--- config.mk ---
export PLATFORM = sky130hd
export DESIGN_NAME = uart_tx_sched_flat
export DESIGN_NICKNAME = d
export VERILOG_FILES = /design/src/rtl/uart_tx_sched_pkg.sv /design/src/rtl/uart_tx_sched_if.sv /design/src/rtl/uart_tx_sched_rr_pick.sv /design/src/rtl/uart_tx_sched.sv /design/src/flat_wrapper.sv
export SDC_FILE = /design/constraint.sdc
export NUM_CORES = 1
export LEC_CHECK = 0
export ABC_AREA = 1
export CAP_MARGIN = 10
export CORE_MARGIN = 1.5
export CORE_UTILIZATION = 48
export CTS_CLUSTER_SIZE = 30
export DETAILED_ROUTE_END_ITERATION = 12
export GPL_TIMING_DRIVEN = 0
export MAX_ROUTING_LAYER = met4
export PLACE_DENSITY = 0.8
export SYNTH_ARGS = -nofsm -noshare
export SYNTH_HDL_FRONTEND = slang
export SYNTH_SLANG_ARGS = --single-unit
export TNS_END_PERCENT = 5
--- constraint.sdc ---
create_clock -name clk -period 3.3 [get_ports clk]
set_input_delay 0.825 -clock clk [delete_from_list [all_inputs] [get_ports clk]]
set_output_delay 0.825 -clock clk [all_outputs]
set_load 0.1 [all_outputs]
--- src/rtl/uart_tx_sched_pkg.sv ---
// rtl/uart_tx_sched_pkg.sv - shared scheduler state encoding, defaults and frame types
// Contents:
//   sched_state_t  IDLE/CHECK/XFER/GAP scheduler states
//   DEF_HIGH_WM    default FIFO fill ceiling after a complete frame
//   IDX_W          producer index width (covers up to four producers)
//   frame_len_t    8-bit frame length, shared with the framers
//   fill_after()   FIFO fill level once a frame of a given length is written
package uart_tx_sched_pkg;

  typedef enum logic [1:0] {
    IDLE  = 2'd0,
    CHECK = 2'd1,
    XFER  = 2'd2,
    GAP   = 2'd3
  } sched_state_t;

  localparam int DEF_HIGH_WM = 2000;
  localparam int IDX_W       = 2;

  typedef logic [7:0]       frame_len_t;
  typedef logic [IDX_W-1:0] req_idx_t;

  // 13 bits so a nearly full 12-bit level plus a long frame cannot wrap.
  function automatic logic [12:0] fill_after(input logic [11:0] usedw, input frame_len_t len);
    return {1'b0, usedw} + {5'b0, len};
  endfunction

endpackage

--- src/rtl/uart_tx_sched_if.sv ---
// rtl/uart_tx_sched_if.sv - TX FIFO write port shared by the frame scheduler
// Signals:
//   tx_fifo_wen    write strobe (scheduler -> FIFO)
//   tx_fifo_wdata  write byte   (scheduler -> FIFO)
//   tx_fifo_full   FIFO full    (FIFO -> scheduler)
//   tx_fifo_usedw  fill level   (FIFO -> scheduler)
// Modports: master = scheduler side, slave = FIFO side.
interface uart_tx_sched_if;

  logic        tx_fifo_wen;
  logic [7:0]  tx_fifo_wdata;
  logic        tx_fifo_full;
  logic [11:0] tx_fifo_usedw;

  modport master (
    output tx_fifo_wen,
    output tx_fifo_wdata,
    input  tx_fifo_full,
    input  tx_fifo_usedw
  );

  modport slave (
    input  tx_fifo_wen,
    input  tx_fifo_wdata,
    output tx_fifo_full,
    output tx_fifo_usedw
  );

endinterface

--- src/rtl/uart_tx_sched_rr_pick.sv ---
// rtl/uart_tx_sched_rr_pick.sv - combinational round-robin selector over N_REQ requests
// Ports:
//   req      in   N_REQ  request vector
//   last     in   IDX_W  index granted most recently; search starts at last+1
//   win_oh   out  N_REQ  one-hot winner (zero when no request)
//   win_idx  out  IDX_W  winner index
//   win_vld  out  1      any request present
module uart_tx_sched_rr_pick
  import uart_tx_sched_pkg::*;
#(
  parameter int N_REQ = 2
) (
  input  logic [N_REQ-1:0] req,
  input  req_idx_t         last,
  output logic [N_REQ-1:0] win_oh,
  output req_idx_t         win_idx,
  output logic             win_vld
);

  localparam int SUM_W = IDX_W + 1;

  logic [SUM_W-1:0] pos;

  // Walk offsets 1..N_REQ from last; the first requester found wins, so the
  // previous winner is considered only after everyone else.
  always_comb begin
    win_oh  = '0;
    win_idx = '0;
    win_vld = 1'b0;
    pos     = '0;
    for (int k = 1; k <= N_REQ; k++) begin
      pos = {1'b0, last} + SUM_W'(k);
      if (pos >= SUM_W'(N_REQ)) pos = pos - SUM_W'(N_REQ);
      for (int j = 0; j < N_REQ; j++) begin
        if (!win_vld && req[j] && (pos == SUM_W'(j))) begin
          win_vld   = 1'b1;
          win_oh[j] = 1'b1;
          win_idx   = IDX_W'(j);
        end
      end
    end
  end

endmodule

--- src/rtl/uart_tx_sched.sv ---
// rtl/uart_tx_sched.sv - frame-atomic round-robin scheduler onto one UART TX FIFO write port
// Ports:
//   clk         in   1        system clock
//   rst         in   1        asynchronous active-low reset
//   ena         in   1        enables new grants; a frame in progress always completes
//   req         in   N_REQ    producer i holds a complete frame
//   req_len     in   8*N_REQ  frame length of producer i, slice [8i+7:8i]
//   src_data    in   8*N_REQ  current byte of producer i
//   gnt         out  N_REQ    registered one-hot grant
//   src_ack     out  N_REQ    byte consumed this cycle (combinational)
//   frame_done  out  N_REQ    one-cycle pulse after a frame's last byte
//   err_stall   out  1        one pulse per stall episode reaching STALL_LIM
//   fifo        master       TX FIFO write port (wen/wdata registered, full/usedw in)
module uart_tx_sched
  import uart_tx_sched_pkg::*;
#(
  parameter int N_REQ     = 2,
  parameter int HIGH_WM   = DEF_HIGH_WM,
  parameter int STALL_LIM = 255
) (
  input  logic                 clk,
  input  logic                 rst,
  input  logic                 ena,
  input  logic [N_REQ-1:0]     req,
  input  logic [8*N_REQ-1:0]   req_len,
  input  logic [8*N_REQ-1:0]   src_data,
  output logic [N_REQ-1:0]     gnt,
  output logic [N_REQ-1:0]     src_ack,
  output logic [N_REQ-1:0]     frame_done,
  output logic                 err_stall,
  uart_tx_sched_if.master      fifo
);

  sched_state_t     state, state_nxt;
  req_idx_t         win_idx, last, pick_idx;
  logic [N_REQ-1:0] pick_oh;
  logic             pick_vld;
  frame_len_t       rem, pick_len;
  logic [7:0]       sel_byte;
  logic [7:0]       stall_cnt;
  logic             gap_cnt;
  logic             do_grant, do_finish, do_write, last_byte;

  uart_tx_sched_rr_pick #(.N_REQ(N_REQ)) u_rr_pick (
    .req     (req),
    .last    (last),
    .win_oh  (pick_oh),
    .win_idx (pick_idx),
    .win_vld (pick_vld)
  );

  // Byte lane of the current owner, and length lane of the candidate winner.
  always_comb begin
    sel_byte = '0;
    pick_len = '0;
    for (int i = 0; i < N_REQ; i++) begin
      if (win_idx == IDX_W'(i))  sel_byte = src_data[8*i +: 8];
      if (pick_idx == IDX_W'(i)) pick_len = req_len[8*i +: 8];
    end
  end

  // full is looked at in the same cycle, so a blocked cycle never acks a byte.
  assign do_write  = (state == XFER) && !fifo.tx_fifo_full;
  assign src_ack   = do_write ? gnt : '0;
  assign last_byte = do_write && (rem == 8'd1);

  always_ff @(posedge clk or negedge rst) begin
    if (!rst) state <= IDLE;
    else      state <= state_nxt;
  end

  always_comb begin
    state_nxt = state;
    do_grant  = 1'b0;
    do_finish = 1'b0;
    case (state)
      IDLE: begin
        if (ena && pick_vld) begin
          do_grant  = 1'b1;
          state_nxt = CHECK;
        end
      end
      CHECK: begin
        // Grant stays held while waiting for room; no re-arbitration here.
        if (rem == '0) begin
          do_finish = 1'b1;
          state_nxt = GAP;
        end else if (fill_after(fifo.tx_fifo_usedw, rem) <= 13'(HIGH_WM)) begin
          state_nxt = XFER;
        end
      end
      XFER: begin
        if (last_byte) begin
          do_finish = 1'b1;
          state_nxt = GAP;
        end
      end
      GAP: begin
        if (gap_cnt) state_nxt = IDLE;
      end
      default: state_nxt = IDLE;
    endcase
  end

  always_ff @(posedge clk or negedge rst) begin
    if (!rst) begin
      gnt                <= '0;
      frame_done         <= '0;
      win_idx            <= '0;
      last               <= IDX_W'(N_REQ - 1);
      rem                <= '0;
      gap_cnt            <= 1'b0;
      fifo.tx_fifo_wen   <= 1'b0;
      fifo.tx_fifo_wdata <= '0;
    end else begin
      frame_done       <= '0;
      fifo.tx_fifo_wen <= do_write;
      if (do_write) begin
        fifo.tx_fifo_wdata <= sel_byte;
        rem                <= rem - 8'd1;
      end
      if (do_grant) begin
        gnt     <= pick_oh;
        win_idx <= pick_idx;
        rem     <= pick_len;
      end
      if (do_finish) begin
        frame_done <= gnt;
        gnt        <= '0;
        last       <= win_idx;
      end
      // Two GAP cycles: usedw catches up and the producer can drop req.
      gap_cnt <= (state == GAP) ? ~gap_cnt : 1'b0;
    end
  end

  // Counter saturates at STALL_LIM, so a long stall raises err_stall only once.
  always_ff @(posedge clk or negedge rst) begin
    if (!rst) begin
      stall_cnt <= '0;
      err_stall <= 1'b0;
    end else begin
      err_stall <= 1'b0;
      if ((state == XFER) && fifo.tx_fifo_full) begin
        if (stall_cnt != 8'(STALL_LIM)) stall_cnt <= stall_cnt + 8'd1;
        if (stall_cnt == 8'(STALL_LIM - 1)) err_stall <= 1'b1;
      end else begin
        stall_cnt <= '0;
      end
    end
  end

endmodule

--- src/flat_wrapper.sv ---
// flat-port wrapper written by rule: the top's interface ports become plain ports
module uart_tx_sched_flat import uart_tx_sched_pkg::*;
#(
  parameter int N_REQ     = 2,
  parameter int HIGH_WM   = DEF_HIGH_WM,
  parameter int STALL_LIM = 255
)
  (clk, rst, ena, req, req_len, src_data, gnt, src_ack, frame_done, err_stall, fifo_tx_fifo_wen, fifo_tx_fifo_wdata, fifo_tx_fifo_full, fifo_tx_fifo_usedw);
  uart_tx_sched_if fifo_i ();
  input  logic clk;
  input  logic rst;
  input  logic ena;
  input  logic [N_REQ-1:0] req;
  input  logic [8*N_REQ-1:0] req_len;
  input  logic [8*N_REQ-1:0] src_data;
  output logic [N_REQ-1:0] gnt;
  output logic [N_REQ-1:0] src_ack;
  output logic [N_REQ-1:0] frame_done;
  output logic err_stall;
  output wire logic [$bits(fifo_i.tx_fifo_wen)-1:0] fifo_tx_fifo_wen;
  output wire logic [$bits(fifo_i.tx_fifo_wdata)-1:0] fifo_tx_fifo_wdata;
  input wire logic [$bits(fifo_i.tx_fifo_full)-1:0] fifo_tx_fifo_full;
  input wire logic [$bits(fifo_i.tx_fifo_usedw)-1:0] fifo_tx_fifo_usedw;
  assign fifo_tx_fifo_wen = fifo_i.tx_fifo_wen;
  assign fifo_tx_fifo_wdata = fifo_i.tx_fifo_wdata;
  assign fifo_i.tx_fifo_full = fifo_tx_fifo_full;
  assign fifo_i.tx_fifo_usedw = fifo_tx_fifo_usedw;
  uart_tx_sched #(.N_REQ(N_REQ), .HIGH_WM(HIGH_WM), .STALL_LIM(STALL_LIM)) u_core (.clk(clk), .rst(rst), .ena(ena), .req(req), .req_len(req_len), .src_data(src_data), .gnt(gnt), .src_ack(src_ack), .frame_done(frame_done), .err_stall(err_stall), .fifo(fifo_i));
endmodule
# Word level (Yosys, flattened, before mapping)
# Cells that the tools add are included.
[classes] add_sub_neg=7 magnitude_cmp=3 n_eq_ne=15 mux=38 n_bitwise=1 reduce_logical=24
[op_table] operator="$mux 8" count=8
[op_table] operator="$mux 2" count=11
[op_table] operator="$mux 1" count=15
[op_table] operator="$add 12x8->13" count=1
[op_table] operator="$le 13x11->1 const B" count=1
[op_table] operator="$logic_and 1x1->1" count=11
[op_table] operator="$add 8x1->8 const B" count=1
[op_table] operator="$eq 8x1->1 const B" count=1
[op_table] operator="$eq 8x8->1 const B" count=1
[op_table] operator="$logic_not 8->1" count=1
[op_table] operator="$ne 8x8->1 const B" count=1
[op_table] operator="$pmux 2 s4" count=1
[op_table] operator="$sub 8x1->8 const B" count=1
[op_table] operator="$eq 2x1->1 const B" count=3
[op_table] operator="$eq 3x1->1 const B" count=2
[op_table] operator="$ge 3x2->1 const B" count=2
[op_table] operator="$logic_not 2->1" count=3
[op_table] operator="$logic_not 3->1" count=2
[op_table] operator="$mux 3" count=2
[op_table] operator="$ne 2x1->1 const B" count=3
[op_table] operator="$sub 3x2->3 const B" count=2
[op_table] operator="$eq 2x2->1 const B" count=2
[op_table] operator="$logic_not 1->1" count=4
[op_table] operator="$reduce_and 4->1" count=1
[op_table] operator="7 further kinds" count=8
[totals] register_bits=37 wordCells=99

# Depth between registers and ports, before layout
[logic_depth] ltp_word=23 mapped_depth=17 mapped_depth_nobuf=17

# By module
# From an unflattened synthesis, not the netlist that was laid out.
[unflattened] hier_cells=378 area_unflattened_um2=2645.0
[by_module_without_submodules] mod="uart_tx_sched" instances=1 cells_per_inst=366 area_per_inst_um2=2587.5 seq_area_each_um2=927.1
[by_module_without_submodules] mod="uart_tx_sched_rr_pick" instances=1 cells_per_inst=12 area_per_inst_um2=57.6 seq_area_each_um2=0.0

# Worst setup path before layout
# Ideal clock, no wire load.
[synth_timing] path_type="input port to output port" start="input port fifo_tx_fifo_full" end="output port src_ack[0]" arrival_ns=2.595 required_ns=2.475 slack_ns=-0.120 cell_stages=4 path_buffers=1 path_cell_list="nor2_1 inv_1 clkbuf_1 nor2_1"
[synth_via] elab_chain_cells=3
[synth_lines] element="start, declared" line="flat_wrapper.sv:22" source="input wire logic [$bits(fifo_i.tx_fifo_full)-1:0] fifo_tx_fifo_full;"
[synth_lines] element="$logic_not 1->1" line="uart_tx_sched.sv:63" source="assign do_write = (state == XFER) && !fifo.tx_fifo_full;"
[synth_lines] element="$logic_and 1x1->1" line="uart_tx_sched.sv:63"
[synth_lines] element="$mux 2" line="uart_tx_sched.sv:64" source="assign src_ack = do_write ? gnt : '0;"
[synth_lines] element="end, declared" line="flat_wrapper.sv:17" source="output logic [N_REQ-1:0] src_ack;"
# No other way between the ends.

# Final worst setup path
[layout_timing] start="input port fifo_tx_fifo_full" end="output port src_ack[1]"
# Same word-level chain as after synthesis.

==> summary.txt <==
Run status
  • Outcome: complete, no violations

STA
  • Part of the cycle the worst path needs: 0.913
  • Min cycle time layout: 3010 ps
  • Fin. max-slew vios: 0
  • Final Hold Viols: 0
  • Final Skew: 6.99 ps
  • RSZ-0062 raised after global routing: no
  • Finish-stage setup viols: 0
  • Fin worst setup slack: 288 ps
  • Setup TNS Final: 0 ps
  • Slew Limit Headroom: 0.334
  • Max Fclk: 332 MHz
  • Worst-Margin Slew: 995 ps

Placed design
  • DP HPWL: 4620 um
  • Port Buffer Count: 65
  • # placed instances: 483
  • Worst slack, placed: -863 ps
  • GPL Wtd Cong: 0.868

Critical path
  • Crit path DAT: 2190 ps
  • Cells on worst reg2reg path: 15
  • Worst Setup Start Kind: input port
  • Crit Path Max Fanout: 15
  • CP bufs+invs: 3
  • Largest stage delay, worst path: 440 ps
  • Crit path capture type: primary output
  • Top delay family on crit path: buffers and inverters
  • Worst path required time: 2470 ps
  • Instance count on the critical path: 5
  • Critical path class: input port to primary output
  • Slowest cell on crit path: clkdlybuf4s50_1
  • Crit-path cells: clkdlybuf4s50_1, nor2_2, inv_1, nor2_1, buf_6

Logic synthesis
  • Mean Syn Cell Area: 6.94 um2
  • Leading area contributor after synthesis: dfrtp_1
  • Ys async rst share: 1.00
  • Number of synthesized flops with an enable pin: 0
  • Mapped Cells: 351
  • Syn_nets: 418
  • Synth area leaders: dfrtp_1, nand2_1, ha_1, o21ai_0, inv_1
  • Yosys reg bits: 35
  • Synth warn: 0
  • Mapped cell area: 2440 um2
  • Cell variety after synth: 33
  • Top_reg_cell synth: dfrtp_1
  • Seq/Total Area, Yosys: 0.360
  • Share of the synthesized area in the top cell type: 0.349

Drt
  • Total routed wirelength: 5820 um
  • Detail Route Antenna Nets: 0
  • DRC viols: 0
  • Via count: 2,521
  • Vias per Instance: 5.14
  • DRT Pass-1 Iters: 5
  • DR iter-0 viols: 134
  • WL/cell: 11.9 um

Global route
  • Vias in the first global route: 2,382
  • First-pass GRT wire length: 10,100 um
  • Total GRT Usage: 0.242
  • Initial antenna violation count: 0
  • Pin count of the biggest net entering global routing: 36
  • GR Overflow Total: 0

Die
  • IO Pins: 66
  • Die Y: 74.3 um
  • Die Span X: 74.3 um
  • Total core area: 4820 um2
  • Initial core utilization: 0.506
  • # rows: 25
  • Die area: 5510 um2

Layout
  • Synth-to-layout area growth: 34.6%
  • Core Util, Final: 0.681
  • Ant. Diodes: 0
  • Nets: 489
  • Fraction of layout cells with a size suffix above 1: 0.0544
  • Layout Cells excl Fill: 490

Clock network
  • CTS tree: done
  • Clk buf depth: 2
  • Cts hold-fix bufs: 0
  • Clock sink count: 35
  • Later-pin clock latency in the skew report: 290 ps
  • Setup Buffers After CTS: 0
  • Post-CTS Resized: 13
  • CTS Buf Count: 5
  • CTS root buffer: clkbuf_8
  • CTS clock-pin slew for the worst setup and hold paths: 80 ps
  • CTS H-tree depth: 2

Power and ir drop
  • VDD IR-drop max: 0.000673 V
  • Leak: 1.60 nW
  • PD cells: 828 nW/um2
  • Total power draw: 0.00272 W

Run
  • MaxCap Viol Count: 0

Worst hold path
  • Worst Hold Class: flop to flop
  • Worst hold stages: 1
[per-layer routing]
layer | track usage | wire length (um) | vias to the layer above
li1 | - | - | 1295
met1 | 0.295 | 2590 | 1155
met2 | 0.398 | 2790 | 65
met3 | 0.0664 | 384 | 6
met4 | 0.0626 | 55 | 0
met5 | - | 0 | -
[path summary, 6_finish.rpt]
path / startpoint / to / slack [ps]
min in group asynchronous: rst / u_core.stall_cnt[4]$_DFFE_PN0P_ / 600
worst max-delay path: fifo_tx_fifo_full / src_ack[1] / 290
worst min register to register: u_core.gap_cnt$_DFF_PN0_ / u_core.gap_cnt$_DFF_PN0_ / 430
worst max register to register: u_core.rem[0]$_DFFE_PN0P_ / u_core.state[0]$_DFFE_PN0P_ / 1110
max in group asynchronous: rst / u_core.rem[4]$_DFFE_PN0P_ / 2210
worst min-delay path: u_core.gap_cnt$_DFF_PN0_ / u_core.gap_cnt$_DFF_PN0_ / 430
[synthesized netlist by cell type (2+ instances only)]
cell	count
a211oi_1	3
a21oi_1	11
a31oi_1	2
clkbuf_1	2
clkinv_1	2
dfrtp_1	34
ha_1	16
inv_1	50
nand2_1	83
nand2_2	6
nand3_1	24
nand3b_1	2
nand4_1	2
nor2_1	49
nor3_1	4
nor4_1	2
o21ai_0	40
o22ai_1	3
o32ai_1	2
[flip-flops by register name (all words and copies together), names as in the netlist]
| name | count |
|---|---|
| u_core.win_idx | 1 |
| u_core.last | 1 |
| u_core.stall_cnt | 8 |
| u_core.fifo.tx_fifo_wdata | 8 |
| u_core.rem | 8 |
| u_core.err_stall | 1 |
| u_core.frame_done | 2 |
| u_core.fifo.tx_fifo_wen | 1 |
| u_core.gnt | 2 |
| u_core.state | 2 |
| u_core.gap_cnt | 1 |
[cell families after synthesis]
group,count (synthesis),share of synthesized area
AOI/OAI and AO/OA,70,0.166
xor gates and xnor gates,1,0.00359
DFF,35,0.360
buffers and inverters,55,0.0852
and+or+nand+nor,173,0.295
adders and majority gates,17,0.0903
[final cells by class]
type / count / area [um2]
fillers: 437 / 1540
multi-input cells: 261 / 1360
flip-flops and latches: 35 / 877
repair buffers: 65 / 648
inverters: 52 / 195
well taps: 67 / 83.8
clock buffers: 5 / 68.8
clock inverters: 3 / 43.8
plain buffers: 2 / 8.76
[metrics by stage]
step / cell area (um2) / hold slack (ps)
CTS: 3280 / 433
floorplan: 2440 / 388
global route: 3280 / 446
global placement: 3170 / 403
finish: 3280 / 427
detailed placement: 3170 / 422
[report_power, final]
group          internal, W  leakage [nW]  total (W)  switching [W]
registers         0.000571         0.451   0.000704       0.000133
clock network     0.000225        0.0581   0.000387       0.000162
logic             0.000494          1.09    0.00162        0.00113
[cell usage in the layout (no fill, tap or decap), drive strengths merged, types with 2 or more instances in the layout]
cell / n
nand3b: 2
inv: 50
nand3: 24
dfrtp: 34
nand2: 89
clkdlybuf4s50: 62
nor4: 2
nand4: 2
buf: 4
a211oi: 3
nor2: 50
nor3: 4
o21ai: 40
clkinv: 4
ha: 16
clkbuf: 6
a31oi: 2
o32ai: 2
a21oi: 12
o22ai: 3
Power figures use the tool's default switching activity.
